File: src/rtl/mult_stage_sequencer_pkg.sv
// Shared definitions for the GF(2) multiply stage sequencer: FSM state encoding
// and default message/circulant widths.
package mult_stage_sequencer_pkg;

  localparam int DEFAULT_K = 16;
  localparam int DEFAULT_W = 8;

  typedef enum logic [1:0] {
    ST_IDLE = 2'd0,
    ST_RUN  = 2'd1,
    ST_DONE = 2'd2
  } seq_state_t;

endpackage

File: src/rtl/mult_stage_sequencer_gf2_mac_stage.sv
// One GF(2) multiply-accumulate lane: conditionally XOR the current circulant
// row into the accumulator when the message bit is set.
module gf2_mac_stage #(
  parameter int W = 8
) (
  input  logic [W-1:0] acc,
  input  logic [W-1:0] row,
  input  logic         msg_bit,
  output logic [W-1:0] acc_next
);

  assign acc_next = acc ^ (row & {W{msg_bit}});

endmodule

File: src/rtl/mult_stage_sequencer.sv
// Bit-serial GF(2) message x circulant sequencer, one message bit per cycle.
// Optional build macro MULT_SEQ_EARLY_EXIT_EN ends RUN once the remaining message bits are zero.
//
// state | meaning
// IDLE  | waiting for a message/seed, in_ready high
// RUN   | one AND-XOR step per cycle, row rotates left, counter advances
// DONE  | parity held with out_valid until the consumer takes it
module mult_stage_sequencer
  import mult_stage_sequencer_pkg::*;
#(
  parameter int K = DEFAULT_K,
  parameter int W = DEFAULT_W
) (
  input  logic         clk,
  input  logic         rst,
  input  logic         in_valid,
  output logic         in_ready,
  input  logic [K-1:0] msg,
  input  logic [W-1:0] seed,
  output logic         out_valid,
  input  logic         out_ready,
  output logic [W-1:0] parity,
  output logic         busy
);

  localparam int CW = $clog2(K + 1);

  seq_state_t     state;
  logic [CW-1:0]  cnt;
  logic [W-1:0]   row;
  logic [W-1:0]   acc;
  logic [W-1:0]   acc_next;
  logic [K-1:0]   msg_sh;
  logic           run_exit;

  gf2_mac_stage #(.W(W)) u_mac (
    .acc      (acc),
    .row      (row),
    .msg_bit  (msg_sh[0]),
    .acc_next (acc_next)
  );

  // The exit test runs before the step's update, so DONE lands one cycle
  // after the last real step; K steps therefore give out_valid at K+1.
`ifdef MULT_SEQ_EARLY_EXIT_EN
  assign run_exit = (cnt == CW'(K)) || (msg_sh == '0);
`else
  assign run_exit = (cnt == CW'(K));
`endif

  assign parity = acc;

  always_ff @(posedge clk or posedge rst) begin
    if (rst) begin
      state     <= ST_IDLE;
      in_ready  <= 1'b1;
      out_valid <= 1'b0;
      busy      <= 1'b0;
      acc       <= '0;
      row       <= '0;
      msg_sh    <= '0;
      cnt       <= '0;
    end else begin
      case (state)
        ST_IDLE: begin
          if (in_valid && in_ready) begin
            msg_sh   <= msg;
            row      <= seed;
            acc      <= '0;
            cnt      <= '0;
            in_ready <= 1'b0;
            busy     <= 1'b1;
            state    <= ST_RUN;
          end
        end
        ST_RUN: begin
          if (run_exit) begin
            out_valid <= 1'b1;
            state     <= ST_DONE;
          end else begin
            acc    <= acc_next;
            row    <= {row[W-2:0], row[W-1]};
            msg_sh <= msg_sh >> 1;
            cnt    <= cnt + CW'(1);
          end
        end
        ST_DONE: begin
          if (out_ready) begin
            out_valid <= 1'b0;
            busy      <= 1'b0;
            in_ready  <= 1'b1;
            state     <= ST_IDLE;
          end
        end
        default: begin
          out_valid <= 1'b0;
          busy      <= 1'b0;
          in_ready  <= 1'b1;
          state     <= ST_IDLE;
        end
      endcase
    end
  end

endmodule
File: config.mk
export PLATFORM = sky130hd
export DESIGN_NAME = mult_stage_sequencer
export DESIGN_NICKNAME = d
export VERILOG_FILES = /design/src/rtl/mult_stage_sequencer_pkg.sv /design/src/rtl/mult_stage_sequencer_gf2_mac_stage.sv /design/src/rtl/mult_stage_sequencer.sv
export SDC_FILE = /design/constraint.sdc
export NUM_CORES = 1
export LEC_CHECK = 0
export CAP_MARGIN = 25
export CORE_MARGIN = 5
export CORE_UTILIZATION = 25
export DETAILED_ROUTE_END_ITERATION = 10
export PLACE_DENSITY = 0.51
export SLEW_MARGIN = 20
export SYNTH_ARGS = -nofsm -noshare
export SYNTH_HDL_FRONTEND = slang
export SYNTH_HIERARCHICAL = 1
export SYNTH_SLANG_ARGS = --single-unit
File: constraint.sdc
create_clock -name clk -period 1.6 [get_ports clk]
set_input_delay 0.16 -clock clk [delete_from_list [all_inputs] [get_ports clk]]
set_output_delay 0.16 -clock clk [all_outputs]
set_load 0.05 [all_outputs]
### Word level (Yosys, flattened, before mapping)

Cells that the tools add are included.

| storage, ports and cells | value |
|---|---|
| output and inout port bits | 11 |
| logic and storage cells | 51 |
| flip-flop bits (word level) | 42 |

| cells by class | value |
|---|---|
| bitwise logic cells | 4 |
| mux-type cells | 24 |
| reduce and logical (&&, ||, !) cells | 7 |
| eq/ne operators | 7 |
| add/sub/neg operators | 1 |

Operator list:

| cell | count |
|---|---|
| 2-to-1 mux 16 bit | 2 |
| 2-to-1 mux 8 bit | 4 |
| case mux 16 bit (2 select lines) | 1 |
| case mux 8 bit (2 select lines) | 2 |
| AND reduction 3 bit | 4 |
| 2-to-1 mux 5 bit | 2 |
| case mux 5 bit (2 select lines) | 1 |
| case mux 1 bit (3 select lines) | 3 |
| AND 8 bit | 1 |
| != test 2 bit (second input constant) | 4 |
| bitwise XOR 8 bit | 1 |
| 2-to-1 mux 2 bit | 3 |
| case mux 2 bit (3 select lines) | 1 |
| adder 5 x 1 -> 5 bit (second input constant) | 1 |
| equality test 5 bit (second input constant) | 1 |
| 2-to-1 mux 1 bit | 5 |
| equality test 2 x 1 -> 1 bit (second input constant) | 1 |
| equality test 2 bit (second input constant) | 1 |
| zero test 2 bit | 1 |
| inverter 1 bit | 2 |
| nonzero test 2 bit | 1 |
| logical AND 1 bit | 1 |

### Logic depth before layout (Yosys ltp)

Gate-level depths: netlist of the first run.

| depth | value |
|---|---|
| word-level depth | 4 |
| depth in mapped cells | 6 |
| depth with buffers taken out | 5 |

### By module

The synthesis of the first run kept the hierarchy.

Modules (own cells, without submodules):

| module | area an instance (µm²) | cells each | instances | seq. area each (µm²) |
|---|---|---|---|---|
| mult_stage_sequencer | 2164.6 | 165 | 1 | 1052.3 |
| gf2_mac_stage | 105.1 | 17 | 1 | 0.0 |

### Least setup slack after synthesis of the first run

Ideal clock, no wire load.

| path | value |
|---|---|
| path kind | register -> register |
| start point | register cnt[0] |
| end point | register msg_sh[0] |
| cell stages (with the launch flop) | 7 |
| buffers on the path | 1 |
| path slack | -121 ps |
| arrival | 1596 ps |
| setup time | 125 ps |
| data required time | 1475 ps |
| cells stage by stage | dfrtp_1 > inv_1 > ha_1 > and4bb_4 > o21ai_4 > buf_6 > mux2_4 |

| on the way | value |
|---|---|
| word-level cells in the longest chain between the ends | 3 |

RTL lines:

| item | line | RTL |
|---|---|---|
| start, declared | mult_stage_sequencer.sv:29 | `logic [CW-1:0] cnt;` |
| start signal, assigned | mult_stage_sequencer.sv:84 | `cnt <= cnt + CW'(1);` |
| equality test 5 bit | mult_stage_sequencer.sv:48 | `assign run_exit = (cnt == CW'(K));` |
| != test 2 bit (no line) | - |  |
| AND reduction 3 bit (no line) | - |  |
| end signal, assigned | mult_stage_sequencer.sv:67 | `msg_sh <= msg;` |
| end signal, assigned | mult_stage_sequencer.sv:83 | `msg_sh <= msg_sh >> 1;` |
| end, declared | mult_stage_sequencer.sv:33 | `logic [K-1:0] msg_sh;` |

No other way between the ends.
A chain may end at the register's enable or synchronous reset.

### Worst setup path after layout of the first run

| path | value |
|---|---|
| start point | register cnt[1] |
| end point | register cnt[2] |

| on the way | value |
|---|---|
| word-level cells in the longest chain between the ends | 3 |
| elaborated cells on any way between the ends | 6 |

RTL lines:

| item | line |
|---|---|
| adder 5 x 1 -> 5 bit / equality test 5 bit (equally long branches) | mult_stage_sequencer.sv:84, mult_stage_sequencer.sv:48 |
| 2-to-1 mux 5 bit / != test 2 bit (equally long branches) | - |
| case mux 5 bit (2 select lines) / AND reduction 3 bit (equally long branches) | - |

Parallel ways exist; a longest one is shown, timed or not. The select of a mux whose other input is x is not followed.

==> flow_summary.json, run 1 <==
{
  "vias": 1505,
  "rsz0062_at_grt": "yes",
  "tritoncts": "done",
  "ant_nets": 0,
  "violations": "setup timing",
  "area_growth_pct": 36.1,
  "routed_via_density": 4.34,
  "gr-usage-all-layers_pct": 9.03,
  "start_util_pct": 25.8,
  "yosys.cell_types.count": 30,
  "drt_first_iter_violations": 44,
  "rows": 34,
  "place_inst": 336,
  "synthFlopType": "dfrtp_1",
  "routed_wl_mm": 4.95,
  "core_area_mm2": 0.00881,
  "cts.sink_count": 42,
  "yosysSeqAreaShare_pct": 46.4,
  "drive_gt1_share_pct": 40.6,
  "dieHeight_um": 105,
  "stdcell_area_mm2": 0.00309,
  "worstSetupPathType": "reg -> reg",
  "ff2ff_path_depth": 6,
  "crit_start": "cnt[1]",
  "netlist_area_mm2": 0.00227,
  "worstMarginPinSlew_ns": 0.330,
  "ir_drop_mv": 0.694,
  "cts_root_buffer": "clkbuf_8",
  "cp.arrival_ns": 1.82,
  "cp-end-kind": "flop",
  "clk_path_buf_depth": 2,
  "async_flop_share_pct": 100,
  "tns_ns": -0.0973,
  "min_period_over_period_pct": 101,
  "skew_ns": 0.00990,
  "syn_inst": 182,
  "grt_pass1_vias": 1660,
  "critPathLaunchType": "flop",
  "numPortBuffers": 38,
  "r2r-start": "cnt[1]",
  "syn_nets": 212,
  "syn_area_per_cell_um2": 12.5,
  "diodes": 0,
  "min_path_type": "in -> async",
  "grt-ovfl-total": 0,
  "p_leak_nw": 1.35,
  "nNetsFinal": 268,
  "setup_violations": 13,
  "antenna_found_initial": 0,
  "grt_pass1_wl_mm": 8.16,
  "cap_violations": 0,
  "fin_ws_ns": -0.0205,
  "fin_worst_hold_slack_ns": 0.219,
  "htree_levels": 2,
  "period_minus_slack_ns": 1.62,
  "status": "finished, violations left",
  "cts_buffers": 5,
  "drc": 0,
  "grt_max_degree": 43,
  "gp_congestion": 0.732,
  "crit_fanout": 3,
  "ios": 39,
  "power_density_mw_per_mm2": 1840,
  "fmax_mhz": 617,
  "die_x_um": 105,
  "drv_slew": 0,
  "dp.final_hpwl_mm": 3.48,
  "synth_edf_count": 0,
  "hold_violations": 0,
  "ys_seq_elements": 42,
  "crit_required_ns": 1.79,
  "layoutNonFillerInstCount": 347,
  "max_slew_margin_pct": 78.0,
  "clkTransAtPathRegs_ns": 0.08,
  "drt-wirelength-per-cell_um": 14.3,
  "placed_area_mm2": 0.00290,
  "clk_latency_ns": 0.29,
  "dr.pass1.iters": 4,
  "ys_warn_count": 6,
  "die_area_mm2": 0.0111,
  "p_total_mw": 5.69
}
## registers in the layout, summed over array words and instances, names as in the netlist
signal     count
busy           1
cnt            5
in_ready       1
msg_sh        16
out_valid      1
parity         8
row            8
state          2
## layout by cell type, fill, tap and decap left out
cell type and n:
buf_2 1, nand2b_4 2, or4b_4 1, o311ai_2 1, ha_2 1, mux2_2 14, dfrtp_1 41, clkinvlp_4 1
a21oi_1 2, o21a_1 1, mux2_4 33, o21ai_4 1, nor2b_4 1, nand4bb_1 1, buf_6 1, buf_4 25
inv_1 14, xnor2_1 9, clkdlybuf4s50_1 27, ha_1 1, nand2b_1 1, o21ai_1 3, and4bb_4 1, clkbuf_1 1
bufinv_16 1, nor3_1 1, o211ai_1 8, nand3_1 5, clkbuf_8 5, o21ai_0 10, dfstp_2 1, buf_12 6
xor2_1 1, nand2_1 11, nor2_1 3, mux2i_1 1, and4bb_2 1, o22ai_1 1
## cells in the mapped netlist, types with 3 or more instances
master     n  area [um2]
buf_2      4        20.0
buf_6      5        56.3
dfrtp_1   41        1030
inv_1     14        52.6
mux2_2    25         282
mux2_4    22         330
nand2_1   11        41.3
nand3_1    5        25.0
nor2_1     3        11.3
o211ai_1   8        60.1
o21ai_0   13        65.1
xnor2_1    9        78.8
## final timing paths
path	slack [ns]	to
worst max-delay path	-0.02	cnt[2]
worst min-delay path	0.22	msg_sh[10]
worst max register to register	-0.02	cnt[2]
worst min register to register	0.51	busy
min in group clk	0.48	msg_sh[15]
max in group asynchronous	1.12	in_ready
## final cells by class
class	count	area, um2
clock buffer	6	72.6
clock inverter	2	37.5
fill	874	5720
inverter	14	52.6
multi-input combinational	115	1140
sequential	42	1050
tap	108	135
timing repair buffer	60	594
## layer usage
metal / GRT usage [%] / part of all wire, % / vias to the layer above
li1: - / - / 742
met3: 2.44 / 3.7 / 4
met4: 2.25 / 0.81 / 0
met1: 12.5 / 50 / 732
met2: 14.0 / 46 / 27
met5: 0 / 0 / -
## worst max-delay path, stage by stage (launching register included)
cell	delay (ns)
dfrtp_1	0.35
inv_1	0.06
ha_2	0.17
and4bb_4	0.20
buf_4	0.14
or4b_4	0.51
o311ai_2	0.08
## report_power, final
group	total (mW)	switching, mW	internal, mW
logic	2.92	1.26	1.66
registers	1.92	0.385	1.54
clock network	0.844	0.378	0.466
## repair_timing
item | CTS | global route
setup buffers | 1 | 1
hold buffers | 0 | 0
gates resized for setup | 5 | 13
setup endpoints to repair | 21 | 36
pin swaps | 1 | 0
cloned | 0 | 1
## logic make-up after synthesis
family	count (synthesis)	synth area share, %
muxes	48	27.4
xor gates and xnor gates	10	3.86
adders and majority gates	2	1.10
AOI/OAI and AO/OA	27	7.66
buffers and inverters	25	6.01
and+or+nand+nor	28	7.61
DFF	42	46.4
## through the flow
stage	utilization, %	worst slack [ns]
after floorplan	-	-0.107
after global placement	32.9	-0.0725
after detailed placement	32.9	-0.0859
after CTS	34.5	-0.00560
after global routing	35.1	-0.0896
final	35.1	-0.0205
(Power assumes the default switching activity.)
==> run 2: changes to the inputs <==
--- a/config.mk
+++ b/config.mk
@@ -9,6 +9,7 @@
 export CORE_MARGIN = 5
 export CORE_UTILIZATION = 25
 export DETAILED_ROUTE_END_ITERATION = 10
+export HOLD_SLACK_MARGIN = 0.02
 export PLACE_DENSITY = 0.51
 export SLEW_MARGIN = 20
 export SYNTH_ARGS = -nofsm -noshare
==> results of run 2 <==
No change in the layout: final DEF, timing and power equal those of run 1.
==> run 3: changes to the inputs <==
--- a/config.mk
+++ b/config.mk
@@ -11,6 +11,7 @@
 export DETAILED_ROUTE_END_ITERATION = 10
 export HOLD_SLACK_MARGIN = 0.02
 export PLACE_DENSITY = 0.51
+export SETUP_SLACK_MARGIN = 0.2
 export SLEW_MARGIN = 20
 export SYNTH_ARGS = -nofsm -noshare
 export SYNTH_HDL_FRONTEND = slang
==> run 3 against run 2 <==
Net effect: the flow still finishes with violations (setup timing); maximum frequency fell by 0.96%; sequential power barely moved; setup slack lost 0.016 ns; design area grew 5.5%; total power increased by 4.8%; clock skew shrank 0.0074 ns; worst hold slack worse by 0.0015 ns; count of clock-buffer cells in the layout rose by 1; utilization up 1.9 points; die area unchanged.
==> flow_summary.json, run 3 (same netlist as run 1, synthesis figures left out) <==
{
  "fmax_mhz": 611,
  "drv_slew": 0,
  "critPathLaunchType": "flop",
  "routed_wl_mm": 4.96,
  "cp.arrival_ns": 1.82,
  "worstMarginPinSlew_ns": 0.283,
  "die_area_mm2": 0.0111,
  "ff_latch_area_mm2": 0.00105,
  "p_total_mw": 5.96,
  "clkTransAtPathRegs_ns": 0.08,
  "p_leak_nw": 1.44,
  "die_x_um": 105,
  "layoutNonFillerInstCount": 358,
  "crit_cells": 7,
  "fin_ws_ns": -0.0362,
  "crit_fanout": 9,
  "fillers": 870,
  "diodes": 0,
  "fin_worst_hold_slack_ns": 0.217,
  "grt_max_degree": 43,
  "core_area_mm2": 0.00881,
  "setup_violations": 19,
  "mostFrequentLayoutCell": "dfrtp_1",
  "place_inst": 337,
  "worstSetupPathType": "reg -> reg",
  "drt-wirelength-per-cell_um": 13.9,
  "clk_path_buf_depth": 2,
  "fin_util_pct": 37.0,
  "cp_slowest_stage_delay_ns": 0.37,
  "min_path_type": "in -> async",
  "min_period_over_period_pct": 102,
  "ff2ff_path_depth": 7,
  "period_minus_slack_ns": 1.64,
  "largest_reg_flops": 16,
  "slowest_stage": "dfrtp_1",
  "grt_pass1_wl_mm": 8.27,
  "drc": 0,
  "grt_pass1_vias": 1606,
  "tns_ns": -0.450,
  "start_util_pct": 25.8,
  "multiInputGateArea_mm2": 0.00116,
  "max_slew_margin_pct": 81.1,
  "cts.sink_count": 42,
  "ir_drop_mv": 0.569,
  "ant_nets": 0,
  "area_growth_pct": 43.5,
  "drt_first_iter_violations": 28,
  "r2r_setup_slack_ns": -0.04,
  "regMostFlops": "msg_sh",
  "clk_latency_ns": 0.30,
  "cts_root_buffer": "clkbuf_8",
  "path_delay_family": "flip-flops",
  "gr-usage-all-layers_pct": 9.40,
  "htree_levels": 2,
  "numPortBuffers": 38,
  "cap_violations": 0,
  "dp.final_hpwl_mm": 3.33,
  "skew_ns": 0.00246,
  "tritoncts": "done",
  "layout_common_cells": "dfrtp_1, mux2_4, buf_4, clkdlybuf4s50_1, mux2_2",
  "worst-path-buf-inv": 3,
  "rows": 34,
  "grt-ovfl-total": 0,
  "gp_congestion": 0.713,
  "crit_required_ns": 1.79,
  "routed_via_density": 4.26,
  "dieHeight_um": 105,
  "hold_violations": 0,
  "ios": 39,
  "r2r_end": "row[2]",
  "violations": "setup timing",
  "antenna_found_initial": 0,
  "nNetsFinal": 279,
  "drive_gt1_share_pct": 44.8,
  "vias": 1526,
  "cp-end-kind": "flop",
  "dr.pass1.iters": 3,
  "rsz0062_at_grt": "yes",
  "status": "finished, violations left",
  "worstPathCellList": "inv_2, ha_4, and4bb_4, o21ai_4, buf_6, buf_16, mux2_4",
  "r2r-start": "cnt[1]",
  "hold_buffers": 0,
  "power_density_mw_per_mm2": 1830,
  "cts_buffers": 5
}
## run 3: cell count changes in the layout (fill, tap and decap cells not counted), sizes merged
cell / delta
clkbuf: +2
clkinvlp: -1
buf: +10
## run 3: worst reg2reg max path, delay by kind of cell (launching register included)
kind,cells,cell delay (ns)
AOI/OAI and AO/OA,1,0.15
buffers and inverters,3,0.35
adders and majority gates,1,0.15
and+or+nand+nor,1,0.21
muxes,1,0.30
DFF,1,0.37
## run 3: how the worst max path moves through the flow
stage	from	to	slack, ns
finish	cnt[1]	row[2]	-0.04
global route	cnt[1]	row[2]	-0.11
CTS	cnt[1]	row[3]	-0.02
detailed placement	in_valid	row[5]	-0.09
global placement	in_valid	row[4]	-0.07
floorplan	in_ready	msg_sh[0]	-0.11
## run 3: routing by layer
layer / share of wire (%) / up-vias / track usage (%)
li1: - / 762 / -
met4: 1.3 / 0 / 2.81
met2: 46 / 28 / 13.8
met1: 48 / 731 / 13.0
met5: 0 / - / 0
met3: 4.3 / 5 / 3.30
## run 3: stage by stage
stage / area (um2) / worst slack [ns]
2_1_floorplan: 2300 / -0.106
3_3_place_gp: 2900 / -0.0703
3_5_place_dp: 2900 / -0.0891
4_1_cts: 3180 / -0.0211
5_1_grt: 3260 / -0.106
6_report: 3260 / -0.0362
## run 3: what timing repair did
| action | 4_1_cts | 5_1_grt |
|---|---|---|
| resized for setup | 28 | 11 |
| pin swaps | 3 | 3 |
| gates cloned | 2 | 1 |
| setup buffers | 8 | 2 |
| endpoints found under the setup margin | 35 | 40 |
## run 3: power breakdown
group | total, mW | internal (mW) | leakage, nW | switching [mW]
Sequential | 1.92 | 1.54 | 0.505 | 0.375
Combinational | 3.21 | 1.88 | 0.879 | 1.33
Clock | 0.839 | 0.467 | 0.0524 | 0.371
Total | 5.96 | 3.88 | 1.44 | 2.08
## run 3: final cells by class
cell class	count	area share, %
Clock buffer	7	2.34
Clock inverter	1	0.922
Inverter	14	1.61
Multi-Input combinational cell	115	35.8
Sequential cell	42	32.3
Tap cell	108	4.15
Timing Repair Buffer	71	22.9
